**config.mk**
```make
export PLATFORM = sky130hd
export DESIGN_NAME = example_sched
export DESIGN_NICKNAME = d
export VERILOG_FILES = /design/src/rtl/example_sched.sv
export SDC_FILE = /design/constraint.sdc
export NUM_CORES = 1
export LEC_CHECK = 0
export CORE_AREA = 10 10 166 168
export CTS_CLUSTER_DIAMETER = 40
export CTS_CLUSTER_SIZE = 25
export DETAILED_ROUTE_END_ITERATION = 16
export DIE_AREA = 0 0 176 178
export PLACE_DENSITY = 0.81
export SKIP_CTS_REPAIR_TIMING = 1
export SYNTH_ARGS = -nofsm -noshare
export SYNTH_HDL_FRONTEND = slang
export SYNTH_SLANG_ARGS = --single-unit
```
**constraint.sdc**
```tcl
create_clock -name clk -period 5.3 [get_ports clk]
set_input_delay 0.795 -clock clk [delete_from_list [all_inputs] [get_ports clk]]
set_output_delay 0.795 -clock clk [all_outputs]
set_load 0.05 [all_outputs]
```
**src/rtl/example_sched.sv**
```systemverilog
// example_sched: round-robin scheduler sharing one Example encoder among
// N_REQ requesters. A granted requester is sequenced through one header
// beat and LEN data beats. The encoder's code word is then returned,
// tagged with the requester index, or an error result is returned on timeout.
//
// Handshake semantics (all interfaces): a transfer happens on a rising edge
// where both valid and ready are high. req_ready and dat_ready are one-hot
// and depend on the FSM state. The encoder side and the result side have
// no backpressure: o_*_valid and res_valid are single-cycle strobes.
module example_sched #(
    parameter int N_REQ   = 4,
    parameter int LEN_W   = 8,
    parameter int TIMEOUT = 64,
    parameter int ID_W    = $clog2(N_REQ)
) (
    input  logic                   clk,
    input  logic                   rst,
    input  logic [N_REQ-1:0]       req_valid,
    input  logic [N_REQ*32-1:0]    req_header,
    input  logic [N_REQ*LEN_W-1:0] req_len,
    output logic [N_REQ-1:0]       req_ready,
    input  logic [N_REQ-1:0]       dat_valid,
    input  logic [N_REQ*32-1:0]    dat_bus,
    output logic [N_REQ-1:0]       dat_ready,
    output logic [31:0]            o_header_bus,
    output logic                   o_header_valid,
    output logic [31:0]            o_data_bus,
    output logic                   o_data_valid,
    input  logic [31:0]            i_code_bus,
    input  logic                   i_code_valid,
    output logic [31:0]            res_code,
    output logic [ID_W-1:0]        res_id,
    output logic                   res_err,
    output logic                   res_valid,
    output logic [1:0]             dbg_state_o
);

    localparam int TMO_W = $clog2(TIMEOUT + 1);

    typedef enum logic [1:0] {
        S_IDLE = 2'd0,
        S_HDR  = 2'd1,
        S_DATA = 2'd2,
        S_WAIT = 2'd3
    } state_t;

    state_t           state_q, state_d;
    logic [ID_W-1:0]  last_grant_q;
    logic [ID_W-1:0]  gnt_q;
    logic [31:0]      hdr_q;
    logic [LEN_W-1:0] len_q;
    logic [LEN_W-1:0] cnt_q;
    logic [TMO_W-1:0] tmo_q;
    logic             dv_q;
    logic [31:0]      dbus_q;
    logic             res_valid_q;
    logic [31:0]      res_code_q;
    logic [ID_W-1:0]  res_id_q;
    logic             res_err_q;

    logic             win_found;
    logic [ID_W-1:0]  win_id;
    int               idx;
    logic             dat_acc;
    logic             code_hit;
    logic             tmo_hit;

    // Round-robin winner search, starting just after the last grant.
    always_comb begin
        win_found = 1'b0;
        win_id    = '0;
        idx       = 0;
        for (int k = 1; k <= N_REQ; k++) begin
            idx = int'(last_grant_q) + k;
            if (idx >= N_REQ) idx = idx - N_REQ;
            if (!win_found && req_valid[idx]) begin
                win_found = 1'b1;
                win_id    = ID_W'(idx);
            end
        end
    end

    assign dat_acc  = (state_q == S_DATA) && dat_valid[gnt_q];
    assign code_hit = (state_q == S_WAIT) && i_code_valid;
    assign tmo_hit  = (state_q == S_WAIT) && !i_code_valid &&
                      (tmo_q == TMO_W'(TIMEOUT - 1));

    // FSM state register.
    always_ff @(posedge clk or posedge rst) begin
        if (rst) state_q <= S_IDLE;
        else     state_q <= state_d;
    end

    // FSM next-state logic.
    always_comb begin
        state_d = state_q;
        case (state_q)
            S_IDLE: if (win_found) state_d = S_HDR;
            S_HDR:  state_d = (len_q != '0) ? S_DATA : S_WAIT;
            S_DATA: if (dat_acc && cnt_q == LEN_W'(1)) state_d = S_WAIT;
            S_WAIT: if (code_hit || tmo_hit) state_d = S_IDLE;
            default: state_d = S_IDLE;
        endcase
    end

    // FSM outputs; the grant pulse is masked while reset is held so every output reads 0.
    always_comb begin
        req_ready      = '0;
        dat_ready      = '0;
        o_header_valid = 1'b0;
        o_header_bus   = '0;
        case (state_q)
            S_IDLE: if (win_found && !rst) req_ready[win_id] = 1'b1;
            S_HDR: begin
                o_header_valid = 1'b1;
                o_header_bus   = hdr_q;
            end
            S_DATA: dat_ready[gnt_q] = 1'b1;
            default: ;
        endcase
    end

    // Capture the winner's request on the grant cycle.
    always_ff @(posedge clk or posedge rst) begin
        if (rst) begin
            last_grant_q <= ID_W'(N_REQ - 1);
            gnt_q        <= '0;
            hdr_q        <= '0;
            len_q        <= '0;
        end else if (state_q == S_IDLE && win_found) begin
            last_grant_q <= win_id;
            gnt_q        <= win_id;
            hdr_q        <= req_header[32*win_id +: 32];
            len_q        <= req_len[LEN_W*win_id +: LEN_W];
        end
    end

    // Beat counter loads in HDR; timeout counter runs only while in WAIT.
    always_ff @(posedge clk or posedge rst) begin
        if (rst) begin
            cnt_q <= '0;
            tmo_q <= '0;
        end else begin
            if (state_q == S_HDR) cnt_q <= len_q;
            else if (dat_acc)     cnt_q <= cnt_q - LEN_W'(1);
            if (state_q == S_WAIT) tmo_q <= tmo_q + TMO_W'(1);
            else                   tmo_q <= '0;
        end
    end

    // Accepted data beats reach the encoder one cycle later.
    always_ff @(posedge clk or posedge rst) begin
        if (rst) begin
            dv_q   <= 1'b0;
            dbus_q <= '0;
        end else begin
            dv_q <= dat_acc;
            if (dat_acc) dbus_q <= dat_bus[32*gnt_q +: 32];
        end
    end

    // Result register: a code word beats a simultaneous timeout; fields hold between strobes.
    always_ff @(posedge clk or posedge rst) begin
        if (rst) begin
            res_valid_q <= 1'b0;
            res_code_q  <= '0;
            res_id_q    <= '0;
            res_err_q   <= 1'b0;
        end else begin
            res_valid_q <= code_hit || tmo_hit;
            if (code_hit) begin
                res_code_q <= i_code_bus;
                res_id_q   <= gnt_q;
                res_err_q  <= 1'b0;
            end else if (tmo_hit) begin
                res_code_q <= '0;
                res_id_q   <= gnt_q;
                res_err_q  <= 1'b1;
            end
        end
    end

    assign o_data_valid = dv_q;
    assign o_data_bus   = dbus_q;
    assign res_valid    = res_valid_q;
    assign res_code     = res_code_q;
    assign res_id       = res_id_q;
    assign res_err      = res_err_q;
    assign dbg_state_o  = state_q;

endmodule

```
==> results by group <==
Status
  – Status: finished, final reports clean

Global route
  – Aggregate global-route resource usage: 20.8%
  – Vias in the first global route: 7989
  – Number of antenna violations at the first check in global routing: 0
  – Maximum number of pins on one net before global-route repair: 63
  – Global-route wire length before repair: 49700 µm
  – Total grt overflow: 0

Worst setup path
  – Count of cells along the worst register-to-register path: 7
  – Largest driver fanout on the critical path: 9
  – CP required: 4.51 ns
  – Start-to-end type of the worst setup path: in2out
  – Category of the worst setup path capture point: output port
  – Reg-to-reg startpoint: gnt_q[1]
  – CP Launch Point: req_valid[0]
  – Launching element type of the critical path: input pin
  – Last element of the critical path: req_ready[3]
  – Critical R2R Capture: cnt_q[6]
  – Worst endpoint data arrival time: 3.66 ns
  – Setup slack on the worst flop-to-flop path: 2.60 ns

Final layout
  – Total number of nets in the final design: around 1400
  – Non-Filler Cell Area, Final: 13100 µm²
  – Syn-to-layout area delta: 68.1%
  – Share of layout cells above drive strength 1: 15.1%

Floorplanning
  – Cell Rows: 57
  – Total die area: around 31000 µm²
  – Die W: 176 µm
  – Starting Density: 32.2%
  – Die H: 178 µm
  – Placeable core region: 24100 µm²
  – I/O pin count: 443

Detailed routing
  – Count of antenna-violating nets left after detailed routing: 0
  – Per-cell via count in the routed design: 5.22
  – Via count: 7356
  – Initial DRT Pass Iterations: 5
  – DRC marker count from the first detailed-route iteration: approximately 430
  – Routed WL per cell: 23.9 µm
  – Remaining design rule violation count: 0
  – Total wirelength of the detailed-routed design: roughly 34000 µm

Timing
  – # setup viols final: 0
  – Total negative setup slack: 0 ns
  – Worst Max-Slew Pin Slew: 1.19 ns
  – Top achievable clock speed: 0.225 GHz
  – Final critical delay including setup and external delays: 4.45 ns
  – Count of final hold-check violations: 0
  – RSZ-0062 raised after global routing: false
  – Clk_skew: 0.0102 ns
  – Worst hold margin: about 0.46 ns
  – Slew HR: 20.5%
  – Worst-case setup margin in the final layout: 0.846 ns
  – Share of the clock period used by the worst path after layout: 84.0%
  – Pins over their slew limit: 0

Power and ir drop
  – Clk pwr share: between 10 and 15%
  – Internal: a little over 0.004 W
  – Part of the power in registers: 23.3%
  – Combinational power share: 61.9%
  – IR Drop Worst-Case VDD: 0.000321 V
  – Switching share of power: 48.4%
  – Static leakage: 5.19 nW
  – Power per unit of standard cell area: between 600 and 700 nW/µm²
  – Total net switching power: around 0.0038 W

Placement
  – Placed standard-cell area: 12500 µm²
  – Count of input and output buffers: 442
  – Place WS: between 0.8 and 0.9 ns
  – HPWL Detailed: roughly 27000 µm
  – RePlAce Congestion: 0.914

Logic synthesis
  – Dominant register cell in the synthesized netlist: dfrtp_1
  – Combinational family with the most area after synthesis: compound AO/OA/AOI/OAI gates
  – Area contributors post-synth: dfrtp_1, mux4_2, a221oi_2, mux2i_1, o22ai_2
  – Count of flip-flops with a built-in enable after synthesis: 0
  – Cells after synthesis: 649
  – Post-synth design cell area: 7760 µm²
  – Compound-cell area share of the yosys netlist: 22.4%
  – Synth Area per Inst: 12.0 µm²
  – Synthesis warning total: 0
  – Count of cell types in the netlist: 57
  – Number of synthesized register bits: 130
  – Post-synth top area cell: dfrtp_1
  – Fraction of synthesized cell area taken by the top area cell type: 41.3%
  – Arithmetic-cell share of the synthesized area counting full adders, half adders and majority gates: 1.13%
  – Ys async rst share: 100%
  – Share of synthesized area spent on multiplexers: 20.1%
  – Parity-gate share of the synthesized area counting xor and xnor cells: between 1 and 1.5%
  – Simple-gate share of the synthesized area: a little under a tenth
  – Synthesized netlist net count: between 900 and 1000
  – Part of the Yosys area used for sequential elements: 41.9%

Clocking
  – Number of buffers inserted during clock tree synthesis: 17
  – Clock tree from TritonCTS: yes
  – Clock Root Buffer: clkbuf_16
  – Clock transition at the register clock pins on the worst setup and hold paths after CTS: 0.06 ns
  – Clock network latency to the later pin of the worst-skew pair: roughly 0.42 ns
  – Sink Count: 130
  – Clock H-tree levels: 4
  – Max Buffers Root-to-Sink: 2

Min path
  – Class of the tightest hold or removal check: reg2reg

Run
  – Max-cap violation count: 0
synth_stat cells, types with 3 or more instances:
library cell	number
mux4_2	33
xnor2_1	7
a221oi_2	29
buf_4	3
a22o_1	33
o22ai_1	12
ha_1	7
and2_1	37
nand3_1	6
mux2_1	33
inv_2	3
dfrtp_1	128
nand2_1	15
nor2_1	50
clkbuf_1	23
nor4_1	6
mux2i_1	41
buf_2	22
a21oi_1	7
nor2b_1	3
and3_1	5
o21ai_1	51
mux2_2	3
a221oi_1	11
xor2_1	4
buf_6	4
inv_1	7
o22ai_2	30
worst max-delay path: stages:
cell             delay, ns
clkdlybuf4s50_1       0.56
nor2_1                0.40
a21oi_1               0.11
o31ai_2               0.57
buf_4                 0.24
and3_1                0.15
clkdlybuf4s50_1       0.83
how the worst min path moves through the flow:
| stage | startpoint | to | slack [ns] | cells after the start |
|---|---|---|---|---|
| after global placement | tmo_q[0] | tmo_q[0] | 0.44 | 1 |
| after floorplan | tmo_q[0] | tmo_q[0] | 0.42 | 1 |
| after global routing | tmo_q[0] | tmo_q[0] | 0.48 | 1 |
| after CTS | tmo_q[0] | tmo_q[0] | 0.46 | 1 |
| final | tmo_q[0] | tmo_q[0] | 0.46 | 1 |
| after detailed placement | tmo_q[0] | tmo_q[0] | 0.45 | 1 |
cells by family after synthesis:
| group | Yosys count |
|---|---|
| compound gates | 189 |
| simple gates | 138 |
| flops | 130 |
| mux | 110 |
| buf+inv | 64 |
| xor+xnor | 11 |
| fa+ha+maj | 7 |
cell type report:
type,count,area (µm²)
clock inverters,15,160
clock buffers,17,425
multi-input cells,455,4230
fillers,2129,11100
flip-flops and latches,130,3260
inverters,10,42.5
well taps,324,405
diodes,1,2.50
repair buffers,456,4530
flip-flops by register name, summed over array words and instances, names as in the netlist:
register and count:
hdr_q 32, o_data_bus 32, res_code 32, cnt_q 8
len_q 8, tmo_q 7, dbg_state_o 2, gnt_q 2
last_grant_q 2, res_id 2, o_data_valid 1, res_err 1
res_valid 1
cell usage in the layout, fill, tap and decap left out, types with 3 or more instances in the layout:
| cell type | Yosys | routed |
|---|---|---|
| mux2_2 | 3 | 3 |
| inv_2 | 3 | 3 |
| a221oi_1 | 11 | 11 |
| and3_1 | 5 | 5 |
| o22ai_1 | 12 | 12 |
| and2_1 | 37 | 37 |
| mux2_1 | 33 | 33 |
| mux4_2 | 33 | 33 |
| nor4_1 | 6 | 6 |
| clkinv_4 | 0 | 6 |
| a221oi_2 | 29 | 29 |
| o22ai_2 | 30 | 30 |
| dfrtp_1 | 128 | 126 |
| mux2i_1 | 41 | 41 |
| nor2b_1 | 3 | 3 |
| inv_1 | 7 | 6 |
| clkbuf_16 | 0 | 17 |
| xnor2_1 | 7 | 7 |
| inv_8 | 0 | 3 |
| nor2_1 | 50 | 50 |
| nand3_1 | 6 | 6 |
| clkdlybuf4s50_1 | 0 | 442 |
| nand2_1 | 15 | 14 |
| buf_4 | 3 | 14 |
| a21oi_1 | 7 | 7 |
| xor2_1 | 4 | 4 |
| a22o_1 | 33 | 33 |
| inv_6 | 0 | 6 |
| o21ai_1 | 51 | 50 |
| ha_1 | 7 | 7 |
power by group through the flow:
stage | logic [W] | registers [W] | clock network (W)
after floorplan | 0.00253 | 0.00262 | 0
after global placement | 0.00489 | 0.00185 | 0
after detailed placement | 0.00496 | 0.00187 | 0
after CTS | 0.00498 | 0.00185 | 0.00121
after global routing | 0.00521 | 0.00193 | 0.00126
final | 0.00492 | 0.00185 | 0.00117
routing by layer:
layer / part of all wire [%] / GRT usage, %
met4: 1.5 / 5.23
met1: 37 / 22.6
met5: 0 / 0
met3: 8.8 / 7.70
met2: 53 / 37.5
metrics by stage:
stage          util [%]  total power, W  cells
3_5_place_dp       51.7         0.00683   1375
3_3_place_gp       51.7         0.00674   1375
5_1_grt            54.1         0.00840   1407
4_1_cts            54.1         0.00805   1407
2_1_floorplan         -         0.00515    649
6_report           54.1         0.00795   1408
No activity file was read; power rests on OpenSTA's default activity.
==> patch, RTL diff (same settings) <==
`N_REQ`: 4 -> 2.
--- a/src/rtl/example_sched.sv
+++ b/src/rtl/example_sched.sv
@@ -10,3 +10,3 @@
 module example_sched #(
-    parameter int N_REQ   = 4,
+    parameter int N_REQ   = 2,
     parameter int LEN_W   = 8,
Interface: changed (8 resized); port bits go from 443 to 290. The function was not compared with the original's and may differ.
==> patch against the unedited design <==
Sequential cell count down 3; clock skew down 0.00052 ns; sequential share of layout area up 8.0 points; synthesized area down 24%; worst setup slack better by 0.84 ns; core utilization down 14 points; cell area down 26%; first-iteration DRC count down 62%; power down 25%; wire length down 40%; register-to-register slack better by 0.43 ns; critical path type is now flip-flop to primary output; largest cell class is now sequential cells.
==> patch: results (changes against the unedited design) <==
stage,metric,value,unit,change
logic_synthesis,Synth top cells by count,"126 x dfrtp_1, 82 x nand2_1, 77 x o21ai_0",,"was 128 x dfrtp_1, 51 x o21ai_1, 50 x nor2_1"
timing,relative slew slack,13.9,%,was 20.5%
routing,DRT Pass-1 Iters,4,,was 5
status,status,finished clean,,unchanged
setup_path,r2r endpoint,o_data_bus[14],,was cnt_q[6]
power_and_ir_drop,Seq group,1.67,mW,was 1.85 mW
power_and_ir_drop,Pleak,4.10,nW,was 5.19 nW
routing,Iteration-0 DRC Markers,163,,was 426
layout,share of layout cells above drive strength 1,6.62,%,was 15.1%
routing,Routed WL per cell,17.5,um,was 23.9 um
power_and_ir_drop,Max IR drop VDD,0.297,mV,was 0.321 mV
clocking,Max Buffers Root-to-Sink,2,,unchanged
placement,gpl congestion,0.850,,was 0.914
setup_path,WP data arrival,2.81,ns,was 3.66 ns
layout,Filler Cells Inserted,2393,,was 2129
worst_hold_path,Worst Hold Launch,tmo_q[0],,unchanged
global_routing,wire length of the first global-routing pass,31100,um,was 49700 um
clocking,CTS root buf,clkbuf_16,,unchanged
global_routing,met2 global-route usage,21.3,%,was 37.5%
setup_path,Crit path max-delay family,buffers and inverters,,unchanged
routing,metal2 WL,9820,um,was 17800 um
timing,clock skew,0.00966,ns,was 0.0102 ns
logic_synthesis,Area contributors post-synth,"dfrtp_1 54%, mux2i_1 12%, o21ai_0 6.6%, nand2_1 5.3%, a22o_1 4.8%",,"was dfrtp_1 41%, mux4_2 9.6%, a221oi_2 5.6%, mux2i_1 5.3%, o22ai_2 4.8%"
global_routing,met3 Use GR,5.10,%,was 7.70%
clocking,CTS buffer count,17,,unchanged
logic_synthesis,"Seq/Total Area, Yosys",54.2,%,was 41.9%
clocking,clk_lat worst skew,0.42,ns,about the same
routing,met1 wire length,8450,um,was 12400 um
power_and_ir_drop,P_clk,1.16,mW,
power_and_ir_drop,Sw Ratio,46.0,%,was 48.4%
global_routing,M1 GR Usage,14.1,%,was 22.6%
logic_synthesis,Yosys cell types,40,,was 57
setup_path,reg2reg setup slack,3.03,ns,was 2.60 ns
placement,buffers added on ports,289,,was 442
global_routing,largest net degree at the start of global routing,98,,was 63
setup_path,R2R cell count,6,,was 7
routing,metal3 WL,1530,um,was 2950 um
placement,Final HPWL DP,15300,um,was 26900 um
worst_hold_path,worst hold path cell count,1,,unchanged
setup_path,r2r startpoint,dbg_state_o[0],,was gnt_q[1]
global_routing,vias in the first global route,5489,,was 7989
timing,WHS,0.465,ns,was 0.457 ns
worst_hold_path,Hold Path Sink,tmo_q[0],,unchanged
logic_synthesis,Mapped Nets,733,,was 987
setup_path,Max Fanout on Critical Path,47,,was 9
layout,Post-layout nets,1009,,was 1408
placement,DP Area,9060,sq um,was 12500 sq um
global_routing,Tot GR Track Use,12.6,%,was 20.8%
routing,via count,5018,,was 7356
global_routing,initial antenna violation count,1,,was 0
patch: cell types whose count changed after synthesis, sizes merged, moves of 28 or more:
cell    unedited run  this run
a221oi            41         1
mux2              36         7
mux2i             41        72
mux4              33         0
nand2             16        82
nor2              52         6
o21ai             52        80
o22ai             42         0
patch: cells by family after synthesis:
| kind of cell | synth area share, % |
|---|---|
| buf+inv | 3.59 |
| compound gates | 13.0 |
| simple gates | 12.2 |
| flops | 54.2 |
| mux | 13.7 |
| fa+ha+maj | 1.71 |
| xor+xnor | 1.64 |
patch: through the flow:
stage | setup slack [ns] | total power [mW] | utilization [%] | instances
after floorplan | 1.12 | 3.75 | - | 542
after global placement | 1.78 | 4.80 | 37.6 | 1123
after detailed placement | 1.75 | 4.88 | 37.6 | 1123
after CTS | 1.63 | 6.08 | 40.0 | 1155
after global routing | 1.49 | 6.34 | 40.0 | 1156
final | 1.69 | 5.97 | 40.0 | 1156
patch: area by class of cell:
| class | count | area share [%] |
|---|---|---|
| clock buffers | 19 | 4.70 |
| flip-flops and latches | 127 | 33.0 |
| multi-input cells | 369 | 26.0 |
| diodes | 1 | 0.0259 |
| clock inverters | 13 | 1.34 |
| inverters | 8 | 0.363 |
| repair buffers | 295 | 30.5 |
| well taps | 324 | 4.20 |
patch: worst max path at each step:
stage,to,startpoint,slack [ns]
floorplan,cnt_q[0],rst,1.12
global placement,req_ready[1],req_valid[1],1.78
detailed placement,req_ready[1],req_valid[1],1.75
CTS,o_header_bus[26],dbg_state_o[1],1.63
global route,o_header_bus[30],dbg_state_o[1],1.49
finish,o_header_bus[26],dbg_state_o[1],1.69
